**config.mk**
```make
export PLATFORM = sky130hd
export DESIGN_NAME = timer_ctrl
export DESIGN_NICKNAME = d
export VERILOG_FILES = /design/src/rtl/timer_ctrl.sv
export SDC_FILE = /design/constraint.sdc
export NUM_CORES = 1
export LEC_CHECK = 0
export ABC_AREA = 0
export ABC_CLOCK_PERIOD_IN_PS = 1300
export CAP_MARGIN = 15
export CORE_MARGIN = 1
export CORE_UTILIZATION = 42
export DETAILED_ROUTE_END_ITERATION = 16
export PLACE_DENSITY = 0.73
export SYNTH_ARGS = -nofsm -noshare
export SYNTH_HDL_FRONTEND = slang
export SYNTH_SLANG_ARGS = --single-unit
export TNS_END_PERCENT = 5
```
**constraint.sdc**
```tcl
create_clock -name clock -period 1.3 [get_ports clock]
set_input_delay 0.195 -clock clock [delete_from_list [all_inputs] [get_ports clock]]
set_output_delay 0.195 -clock clock [all_outputs]
set_load 0.1 [all_outputs]
```
**src/rtl/timer_ctrl.sv**
```systemverilog
// Countdown timer control stage: button sync/edge detect, load/run/pause/done FSM, tick prescaler.
// Optional expiry alarm pulse enabled by defining TIMER_CTRL_ALARM_EN.
module timer_ctrl #(
    parameter int TICK_DIV     = 10,
    parameter int ALARM_CYCLES = 8
) (
    input  logic       clock,
    input  logic       reset,
    input  logic       start,
    input  logic       stop,
    input  logic [3:0] preset_tens,
    input  logic [3:0] preset_ones,
    input  logic       tc,
    output logic [3:0] data_tens,
    output logic [3:0] data_ones,
    output logic       loadn,
    output logic       clrn,
    output logic       enable,
    output logic       running,
    output logic       done,
    output logic       alarm
);
    localparam int PW = $clog2(TICK_DIV);
    localparam logic [PW-1:0] PRESC_MAX = PW'(TICK_DIV - 1);

    typedef enum logic [2:0] {
        S_CLEAR, S_IDLE, S_LOAD, S_RUN, S_PAUSE, S_DONE
    } state_t;

    state_t        state;
    logic [PW-1:0] presc;
    logic          first_run;
    logic [2:0]    start_sync;
    logic [2:0]    stop_sync;
    logic          start_edge;
    logic          stop_edge;
    logic [3:0]    tens_clamped;
    logic [3:0]    ones_clamped;
    logic          preset_zero;
    logic          tc_hit;

    // Bits [1:0] synchronize the button, bit [2] is the previous synchronized level.
    always_ff @(posedge clock) begin
        if (reset) begin
            start_sync <= 3'b000;
            stop_sync  <= 3'b000;
        end else begin
            start_sync <= {start_sync[1:0], start};
            stop_sync  <= {stop_sync[1:0], stop};
        end
    end

    assign start_edge   = start_sync[1] & ~start_sync[2];
    assign stop_edge    = stop_sync[1] & ~stop_sync[2];
    assign tens_clamped = (preset_tens > 4'd9) ? 4'd9 : preset_tens;
    assign ones_clamped = (preset_ones > 4'd9) ? 4'd9 : preset_ones;
    assign preset_zero  = (tens_clamped == 4'd0) && (ones_clamped == 4'd0);

    // Terminal count is not trusted in the first RUN cycle, while the chain settles after load.
    assign tc_hit  = (state == S_RUN) && tc && !first_run;
    assign enable  = (state == S_RUN) && (presc == PRESC_MAX) && !tc_hit;
    assign clrn    = (state != S_CLEAR);
    assign loadn   = (state != S_LOAD);
    assign running = (state == S_RUN);
    assign done    = (state == S_DONE);

    always_ff @(posedge clock) begin
        if (reset) begin
            state     <= S_CLEAR;
            presc     <= '0;
            first_run <= 1'b0;
            data_tens <= 4'd0;
            data_ones <= 4'd0;
        end else begin
            case (state)
                S_CLEAR: state <= S_IDLE;
                S_IDLE: begin
                    if (start_edge && !stop_edge) begin
                        data_tens <= tens_clamped;
                        data_ones <= ones_clamped;
                        state     <= preset_zero ? S_DONE : S_LOAD;
                    end
                end
                S_LOAD: begin
                    presc     <= '0;
                    first_run <= 1'b1;
                    state     <= S_RUN;
                end
                S_RUN: begin
                    first_run <= 1'b0;
                    if (tc_hit) begin
                        state <= S_DONE;
                    end else begin
                        presc <= (presc == PRESC_MAX) ? '0 : presc + PW'(1);
                        if (stop_edge) state <= S_PAUSE;
                    end
                end
                S_PAUSE: begin
                    if (stop_edge)       state <= S_CLEAR;
                    else if (start_edge) state <= S_RUN;
                end
                S_DONE: begin
                    if (stop_edge) begin
                        state <= S_CLEAR;
                    end else if (start_edge) begin
                        data_tens <= tens_clamped;
                        data_ones <= ones_clamped;
                        state     <= preset_zero ? S_DONE : S_LOAD;
                    end
                end
                default: state <= S_CLEAR;
            endcase
        end
    end

`ifdef TIMER_CTRL_ALARM_EN
    localparam int AW = $clog2(ALARM_CYCLES + 1);
    logic [AW-1:0] alarm_cnt;

    // Counter saturates at ALARM_CYCLES so the alarm stays low for the rest of DONE.
    always_ff @(posedge clock) begin
        if (reset || (state != S_DONE)) begin
            alarm_cnt <= '0;
        end else if (alarm_cnt != AW'(ALARM_CYCLES)) begin
            alarm_cnt <= alarm_cnt + AW'(1);
        end
    end

    assign alarm = (state == S_DONE) && (alarm_cnt < AW'(ALARM_CYCLES));
`else
    localparam int unused_alarm_cycles = ALARM_CYCLES;
    assign alarm = 1'b0;
`endif

endmodule

```
=== After elaboration in Yosys (flattened, before gate mapping) ===
Cells that the tools add are included.

* Register bits: 22
* Latch bits: 0
* Bits in writable memories: 0
* ROM bits: 0
* Input bits: 13
* Output and inout port bits: 14
* Word-level logic and storage cells: 69
* Memories: 0

* $add $sub $neg: 1
* Multiply operators: 0
* Div/mod/pow operators: 0
* Magnitude comparators: 2
* Eq/ne operators: 14
* Shift operators: 0
* Multiplexer cells: 23
* Bitwise gates (word level): 4
* Reductions and logical operators: 18

{| class="wikitable"
|+ Operator list
! cell !! count
|-
| 4-bit two-way mux || 10
|-
| 3-bit two-way mux || 8
|-
| 4-bit one-hot mux with 2 select lines || 3
|-
| 3-bit one-hot mux with 6 select lines || 1
|-
| 4-bit > comparator, second input constant || 2
|-
| 4-bit zero test || 2
|-
| 4-bit AND reduction || 2
|-
| 3-bit by 2-bit == test with 1-bit output, second input constant || 2
|-
| 3-bit == test, second input constant || 2
|-
| 1-bit logical AND || 6
|-
| 2-bit != test, second input constant || 3
|-
| 3-bit by 1-bit != test with 1-bit output, second input constant || 2
|-
| 4-bit by 1-bit adder with 4-bit output, second input constant || 1
|-
| 4-bit == test, second input constant || 1
|-
| 2-bit nonzero test || 2
|-
| 3-bit by 1-bit == test with 1-bit output, second input constant || 1
|-
| 1-bit zero test || 3
|-
| 3-bit zero test || 1
|-
| 3-bit by 2-bit != test with 1-bit output, second input constant || 1
|-
| 3-bit != test, second input constant || 1
|-
| 3-bit nonzero test || 1
|-
| 1-bit bitwise AND || 2
|-
| 2-bit by 1-bit != test with 1-bit output, second input constant || 1
|-
| 1-bit inverter || 2
|-
| 2 further kinds || 2
|}

=== Longest topological paths before layout ===
Gate-level depths: netlist of the first run.

* Depth in word-level cells: 8
* Gate-level depth with buffers: 6
* Mapped depth without buffers: 6

=== Worst setup path before layout of the first run ===
OpenSTA, ideal clock, no wires.

* Path type: flip-flop to output port
* Start point: reg state[0]
* End point: out enable
* Arrival time: 2.279 ns
* Data required time: 1.105 ns
* Path slack: -1.174 ns
* Stages on the path, launching flop included: 6
* Buffers on the path: 2
* Path through: dfxtp_1 -> buf_2 -> and3b_1 -> buf_4 -> nand2b_1 -> nor2_1

* Longest elaborated chain between the ends: 5
* Elaborated cells between the ends (all ways): 6
* Those cells by class: 1 x eq/ne; 5 x reduce/logical

{| class="wikitable"
|+ RTL lines
! what !! line !! text
|-
| start, declared || 30 || <nowiki>state_t state;</nowiki>
|-
| start signal, assigned || 81 || <nowiki>state <= preset_zero ? S_DONE : S_LOAD;</nowiki>
|-
| start signal, assigned || 108 || <nowiki>state <= preset_zero ? S_DONE : S_LOAD;</nowiki>
|-
| 3-bit by 2-bit == test with 1-bit output * || -- ||
|-
| named net running || 19 || <nowiki>output logic running,</nowiki>
|-
| 1-bit logical AND (2 in series) || 60 || <nowiki>assign tc_hit = (state == S_RUN) && tc && !first_run;</nowiki>
|-
| 1-bit zero test || 61 || <nowiki>assign enable = (state == S_RUN) && (presc == PRESC_MAX) && !tc_hit;</nowiki>
|-
| 1-bit logical AND * || 61 ||
|-
| end, declared || 18 || <nowiki>output logic enable,</nowiki>
|}

The timed path passes the listed nets; every way through them passes the cells marked *.

=== Worst setup path in the final report of the first run ===
* Start point: reg state[1]
* End point: out enable

* Longest elaborated chain between the ends: 5
* Elaborated cells between the ends (all ways): 6
* Those cells by class: 1 x eq/ne; 5 x reduce/logical

{| class="wikitable"
|+ RTL lines
! what !! line
|-
| 3-bit by 2-bit == test with 1-bit output * || 60, 61
|-
| 1-bit logical AND (2 in series) || 60
|-
| 1-bit zero test || 61
|-
| 1-bit logical AND * || 61
|}

Every way passes the cells marked *; elsewhere a longest branch is shown, timed or not.

==> results by group, run 1 <==
Power
  • P per Cell Area: 1650 mW/mm²
  • Sequential power share: 31.4%
  • Sw Share: between 30% and 40%
  • Clock power frac: approximately a fifth
  • P_leak: 0.645 nW
  • Sw Pwr: about 1.1 mW
  • Pint: 1.70 mW
  • Comb power frac: a little under 50%
  • Peak VDD IR: around 1300 µV

Drt
  • Via count: 1013
  • DRC viols: 0
  • Final WL: between 2000 and 3000 µm
  • Pre-antenna DRT Iters: 4
  • Via density: 5.25
  • WL/cell: roughly 14 µm
  • Remaining antenna violation count: 0
  • DR iter-0 viols: 30

Worst setup path
  • CP cell instances: and3b_2 > nand2b_4 > nor2_4 > buf_12
  • Critical Path AT: around 1.4 ns
  • CP top delay family: simple AND/OR/NAND/NOR gates
  • Worst Setup End Kind: primary output
  • Crit path buffers/inverters: 1
  • Crit Path Class: reg2out
  • R2R depth: 6
  • Startpoint types: flop
  • Slowest CP cell: dfxtp_4
  • Reg2reg end: state[0]$_SDFFE_PP0P_
  • Critical Path Fanout Max: 7
  • Crit-path max cell delay: 0.41 ns
  • Reg2reg start: state[2]$_SDFFE_PP0P_
  • CP required: between 1 and 1.5 ns
  • Flop-to-flop setup slack: -0.13 ns

Synth
  • Async set-reset flop share out of synthesis: 0%
  • Post-Synth Simple-Gate Area: between 30% and 40%
  • Synth Warn #: 0
  • Synth Area per Inst: about 8.5 µm²
  • Synth cell types: 38
  • Largest family of logic cells by synthesized area: simple AND/OR/NAND/NOR gates
  • Mapped Area: between 0.001 and 0.0015 mm²
  • Syn Nets: approximately 140
  • Syn Inst Count: 120
  • Multiplexer share of the synthesized area: less than 1%
  • Most used DFF post-synth: dfxtp_1
  • Post-Synth Adder-Cell Area: under 10%
  • Post-synthesis sequential area ratio: 43.0%
  • Post-synthesis compound-gate area fraction: 14.9%
  • #FFs+latches synth: 22
  • Post-synth EDFFs: 0
  • Post-synthesis xor/xnor area fraction: 2.56%

GRT
  • Largest net degree at the start of global routing: 14
  • Grt ovf: 0
  • GRT Total Usage: about a quarter
  • First-pass GRT wire length: between 4000 and 5000 µm
  • Antenna violations before repair: 0
  • Vias in the first global route: about 1000

Timing
  • Fin. Hold Viols: 0
  • Hold_ws: roughly 0.42 ns
  • Slew Viols, Final: 0
  • Tcrit/Tclk final: 120%
  • Setup ws final: -0.256 ns
  • Peak Freq: around 640 MHz
  • Setup Skew: between 0.002 and 0.0025 ns
  • Setup-failing EPs final: 8
  • Final min period: 1.56 ns
  • RSZ-0062 raised after global routing: true

Min path
  • WHS Endpoint: start_sync[0]$_SDFF_PP0_
  • Hold Path Stages: 2
  • Worst min-delay path class: in2reg
  • Hold Path Origin: start

Clock tree
  • CTS tree: built
  • Skew-Pair Late Insertion Delay: around 0.32 ns
  • Worst-case clock buffer depth: 2
  • Total clock buffers created by CTS: 3
  • H-tree depth: 1
  • CTS hold repair buffers: 0
  • CTS Root Cell: clkbuf_4
  • CTS Sinks: 22
  • Reg clk slew, reported paths: about 0.13 ns

Floorplanning
  • Core ar.: 0.00225 mm²
  • Die Span X: ~51 µm
  • Die area: 0.00264 mm²
  • Row Count: 17
  • Initial Util: roughly 45%
  • I/O pins: 27
  • Die Y: 51.4 µm

Status
  • Failing checks: negative setup slack
  • Outcome: finished, violations left

Layout
  • Inserted Diodes: 0
  • Share of layout cells above drive strength 1: 35.2%
  • Commonest non-fill, non-tap cell in the layout: buf_4
  • P&R area growth vs syn: 64.8%
  • Final non-filler cell total: between 150 and 200
  • Fin util: 74.9%
  • Most frequent cells in the layout: 20 x buf_4, 18 x dfxtp_1, 15 x nand2_1
  • Final net count: about 180

Place
  • IO buf count: 25
  • GP Congestion: approximately 0.8
  • Placed insts: between 150 and 200
  • Pre-CTS WS: -0.303 ns
  • Placed wire-length estimate: 1900 µm

Job
  • Max-cap violations: 0
## kinds of logic (layout without fill, tap and decap cells)
logic type | count (synthesis) | count (layout)
adders and majority gates | 2 | 2
AOI/OAI and AO/OA | 22 | 22
DFF | 22 | 22
muxes | 1 | 1
buffers and inverters | 9 | 54
and+or+nand+nor | 60 | 60
xor gates and xnor gates | 3 | 3
other | 1 | 1
## synth_stat cells, types with 3 or more instances
library cell / number / share of area, %
a211oi_1: 3 / 2.2
a21oi_1: 8 / 3.9
dfxtp_1: 22 / 43
inv_1: 3 / 1.1
nand2_1: 15 / 5.5
nand2b_1: 3 / 1.8
nand3b_1: 6 / 4.4
nor2_1: 10 / 3.7
nor2b_1: 9 / 5.5
nor3_1: 4 / 2.0
xnor2_1: 3 / 2.6
## worst max-delay path by stage
stage,from,end,slack [ns],cells past startpoint
finish,state[1]$_SDFFE_PP0P_,enable,-0.26,4
floorplan,state[0]$_SDFFE_PP0P_,enable,-0.27,5
detailed placement,tc,state[0]$_SDFFE_PP0P_,-0.30,6
CTS,state[2]$_SDFFE_PP0P_,clrn,-0.25,3
global route,presc[0]$_SDFFE_PP0P_,enable,-0.32,4
global placement,preset_tens[3],state[2]$_SDFFE_PP0P_,-0.27,5
## per-layer routing
metal / track usage (%) / wire length (µm) / vias up
met5: 0 / 0 / -
met4: 7.66 / 38 / 0
met3: 8.33 / 117 / 6
met2: 42.4 / 1420 / 23
met1: 25.3 / 1190 / 483
li1: - / - / 501
## power by group through the flow
stage               combinational, mW  clock, mW  sequential [mW]
CTS                              1.34      0.538            0.860
global route                     1.46      0.587            0.887
detailed placement               1.25          0            0.866
finish                           1.38      0.531            0.874
floorplan                       0.788          0            0.895
global placement                 1.22          0            0.858
## through the flow
step	setup TNS, ns	instance area (µm²)	total power, mW
2_1_floorplan	-0.744	1070	1.68
3_3_place_gp	-1.48	1570	2.08
3_5_place_dp	-2.05	1570	2.11
4_1_cts	-1.24	1670	2.74
5_1_grt	-1.88	1690	2.94
6_report	-1.26	1690	2.78
## final cells by class
| cell class | instances | area (µm²) |
|---|---|---|
| clock buffer | 3 | 22.5 |
| clock inverter | 1 | 30.0 |
| fill | 154 | 566 |
| inverter | 3 | 11.3 |
| multi-input combinational | 89 | 584 |
| sequential | 22 | 453 |
| tap | 28 | 35.0 |
| timing repair buffer | 47 | 553 |
## repair_timing
action | CTS | global route
setup buffers | 3 | 1
endpoints found under the setup margin | 12 | 17
pin swaps | 4 | 7
gates resized for setup | 13 | 5
## registers in the layout (all words and copies together) (netlist names)
signal      cells
stop_sync       3
data_tens       4
presc           4
start_sync      3
first_run       1
data_ones       4
state           3
No activity file was read; power rests on OpenSTA's default activity.
==> inputs of run 2 (changes only) <==
- ABC_AREA: 0 -> 1
- CORE_UTILIZATION: 42 -> 43
- PLACE_DENSITY: 0.73 -> 0.74
- SLEW_MARGIN: default -> 20
==> results by group, run 2 <==
Drt
  • DR iter-0 viols: 13
  • Via count: approximately 1100
  • WL/cell: 11.1 µm
  • DRC viols: 0
  • Final WL: about 2400 µm
  • Via density: ~5
  • Remaining antenna violation count: 0
  • Pre-antenna DRT Iters: 4

Layout
  • Layout Cell Area excl Fill: 0.00168 mm²
  • Most frequent cells in the layout: 28 x nand2_1, 25 x nor2_1, 20 x inv_1
  • Share of layout cells above drive strength 1: between 30% and 40%
  • Final net count: approximately 210
  • Commonest non-fill, non-tap cell in the layout: nand2_1
  • Final non-filler cell total: between 200 and 250
  • Inserted Diodes: 0
  • P&R area growth vs syn: 57.2%
  • Regs by FF count: data_ones x4, data_tens x4, presc x4

Synth
  • Most frequent cell after synthesis: nand2_1
  • Post-synth top area share: about 40%
  • Synth Area per Inst: approximately 7.0 µm²
  • Post-synth EDFFs: 0
  • Post-synthesis sequential area ratio: 41.1%
  • Synth cell types: 21
  • Syn Inst Count: 153
  • Post-synth top cells: 29 x nand2_1, 27 x nor2_1, 22 x dfxtp_1, 22 x inv_1, 11 x nand3_1
  • Most used DFF post-synth: dfxtp_1
  • Mapped Area: roughly 0.0011 mm²
  • Synth area leaders: dfxtp_1 41%, nand2_1 10%, nor2_1 9.5%, inv_1 7.7%, nand3_1 5.1%
  • Synth area leader: dfxtp_1
  • #FFs+latches synth: 22
  • Syn Nets: 168
  • Async set-reset flop share out of synthesis: 0%
  • Synth Warn #: 0

Worst setup path
  • CP required: roughly 1.1 ns
  • Reg2reg end: state[1]$_SDFFE_PP0P_
  • Startpoint types: flop
  • Crit-path max cell delay: about 0.43 ns
  • Worst Setup End Kind: primary output
  • Slowest CP cell: dfxtp_4
  • Flop-to-flop setup slack: -0.01 ns
  • Critical Path AT: 1.29 ns
  • Worst setup startpoint: state[1]$_SDFFE_PP0P_
  • Reg2reg start: state[1]$_SDFFE_PP0P_
  • R2R depth: 10
  • Critical Path Fanout Max: 6
  • Critical path destination: enable
  • Crit Path Class: reg2out
  • CP cell instances: nand2_4 > nor2_4 > nand2_4 > nor2_4 > buf_12

Clock tree
  • Total clock buffers created by CTS: 3
  • Skew-Pair Late Insertion Delay: 0.32 ns
  • H-tree depth: 1
  • CTS tree: built
  • Reg clk slew, reported paths: between 0.1 and 0.15 ns
  • Worst-case clock buffer depth: 2
  • CTS Sinks: 22
  • CTS Root Cell: clkbuf_4

Timing
  • Peak Freq: 675 MHz
  • Setup ws final: -0.182 ns
  • Fin. Hold Viols: 0
  • Slew Viols, Final: 0
  • RSZ-0062 raised after global routing: true
  • Final min period: approximately 1.5 ns
  • Hold_ws: a little under 0.4 ns
  • Tcrit/Tclk final: 114%
  • Setup Skew: 0.0151 ns
  • Setup-failing EPs final: 6

GRT
  • Largest net degree at the start of global routing: 15
  • Gr busiest metal: met2
  • Met2 Use GR: between 40% and 50%
  • Grt ovf: 0
  • GRT Total Usage: 21.5%
  • Vias in the first global route: 1099
  • Global Route met3 Usage: around 4.1%
  • Antenna violations before repair: 0
  • Met1 GRT Util: 23.0%
  • First-pass GRT wire length: around 4300 µm

Place
  • IO buf count: 25
  • Placed wire-length estimate: approximately 1800 µm
  • Cell Area, Placed: 0.00153 mm²
  • GP Congestion: around 0.88
  • Placed insts: ~210

Floorplanning
  • Die area: ~0.0027 mm²
  • Die Y: ~52 µm
  • Die Span X: 51.9 µm
  • Row Count: 17
  • Core ar.: approximately 0.0023 mm²
  • Initial Util: 47.1%
  • I/O pins: 27

Power
  • P_leak: slightly above 0.7 nW
  • P per Cell Area: about 1800 mW/mm²
  • Peak VDD IR: ~1600 µV

Status
  • Failing checks: negative setup slack
  • Outcome: finished, violations left

Min path
  • Worst min-delay path class: in2reg

Job
  • Max-cap violations: 0
-- run 2: cell count changes in the layout (fill, tap and decap cells not counted), moves of 6 or more --
cell	delta
inv_1	+17
nor2_1	+16
nand2_1	+13
buf_4	-9
nand3_1	+7
nor2b_1	-7
nand3b_1	-6
-- run 2: through the flow --
stage          setup TNS [ns]  total power, mW  worst slack [ns]  util, %
4_1_cts                -0.756             2.95            -0.171     73.2
6_report               -0.720             3.00            -0.182     74.0
5_1_grt                 -1.96             3.20            -0.250     74.0
3_5_place_dp           -0.429             2.27            -0.104     67.1
2_1_floorplan           -2.81             1.85            -0.546        -
3_3_place_gp           -0.144             2.24           -0.0402     67.1
-- run 2: logic make-up after synthesis --
group	count (synthesis)	share of synthesized area, %
DFF	22	41.1
AOI/OAI and AO/OA	17	7.94
buffers and inverters	26	9.46
adders and majority gates	2	2.34
and+or+nand+nor	84	38.0
other	1	0.350
xor gates and xnor gates	1	0.818
-- run 2: cell type report --
| type | count | area [µm²] |
|---|---|---|
| inverters | 24 | 92.6 |
| well taps | 28 | 35.0 |
| fillers | 167 | 592 |
| flip-flops and latches | 22 | 452 |
| clock buffers | 3 | 22.5 |
| repair buffers | 36 | 463 |
| multi-input cells | 105 | 589 |
| clock inverters | 1 | 30.0 |
-- run 2: timing repair --
action / in CTS / in global routing
pin swaps: 5 / 0
hold buffers: 0 / 0
setup buffers: 6 / 0
setup endpoints to repair: 5 / 20
gates resized for setup: 14 / 6
-- run 2: critical path: cells and delay by family (launching register included) --
kind,cells,cell delay (ns)
buffers and inverters,1,0.18
DFF,1,0.43
and+or+nand+nor,4,0.36
-- run 2: report_power, final --
group / leakage (nW) / total, mW / internal [mW] / switching, mW
registers: 0.182 / 0.912 / 0.788 / 0.124
clock network: 0.0279 / 0.529 / 0.312 / 0.217
logic: 0.513 / 1.56 / 0.583 / 0.976
total: 0.723 / 3.00 / 1.68 / 1.32
-- run 2: worst min-delay path by stage --
stage | startpoint | end | slack (ns) | cells after the start
global placement | stop_sync[0]$_SDFF_PP0_ | stop_sync[1]$_SDFF_PP0_ | 0.39 | 2
global route | start | start_sync[0]$_SDFF_PP0_ | 0.40 | 3
CTS | stop | stop_sync[0]$_SDFF_PP0_ | 0.39 | 3
detailed placement | stop_sync[0]$_SDFF_PP0_ | stop_sync[1]$_SDFF_PP0_ | 0.40 | 2
finish | stop | stop_sync[0]$_SDFF_PP0_ | 0.39 | 3
floorplan | reset | data_ones[0]$_SDFFE_PP0P_ | 0.26 | 1
-- run 2: layer usage --
metal	vias to the layer above	wire length, µm
li1	539	-
met1	491	1030
met2	29	1280
met3	5	93
met4	0	23
met5	-	0
==> inputs of run 3 (changes only) <==
- ABC_CLOCK_PERIOD_IN_PS: 1300 -> default
==> results of run 3 <==
No change in the layout: final DEF, timing and power equal those of run 2.
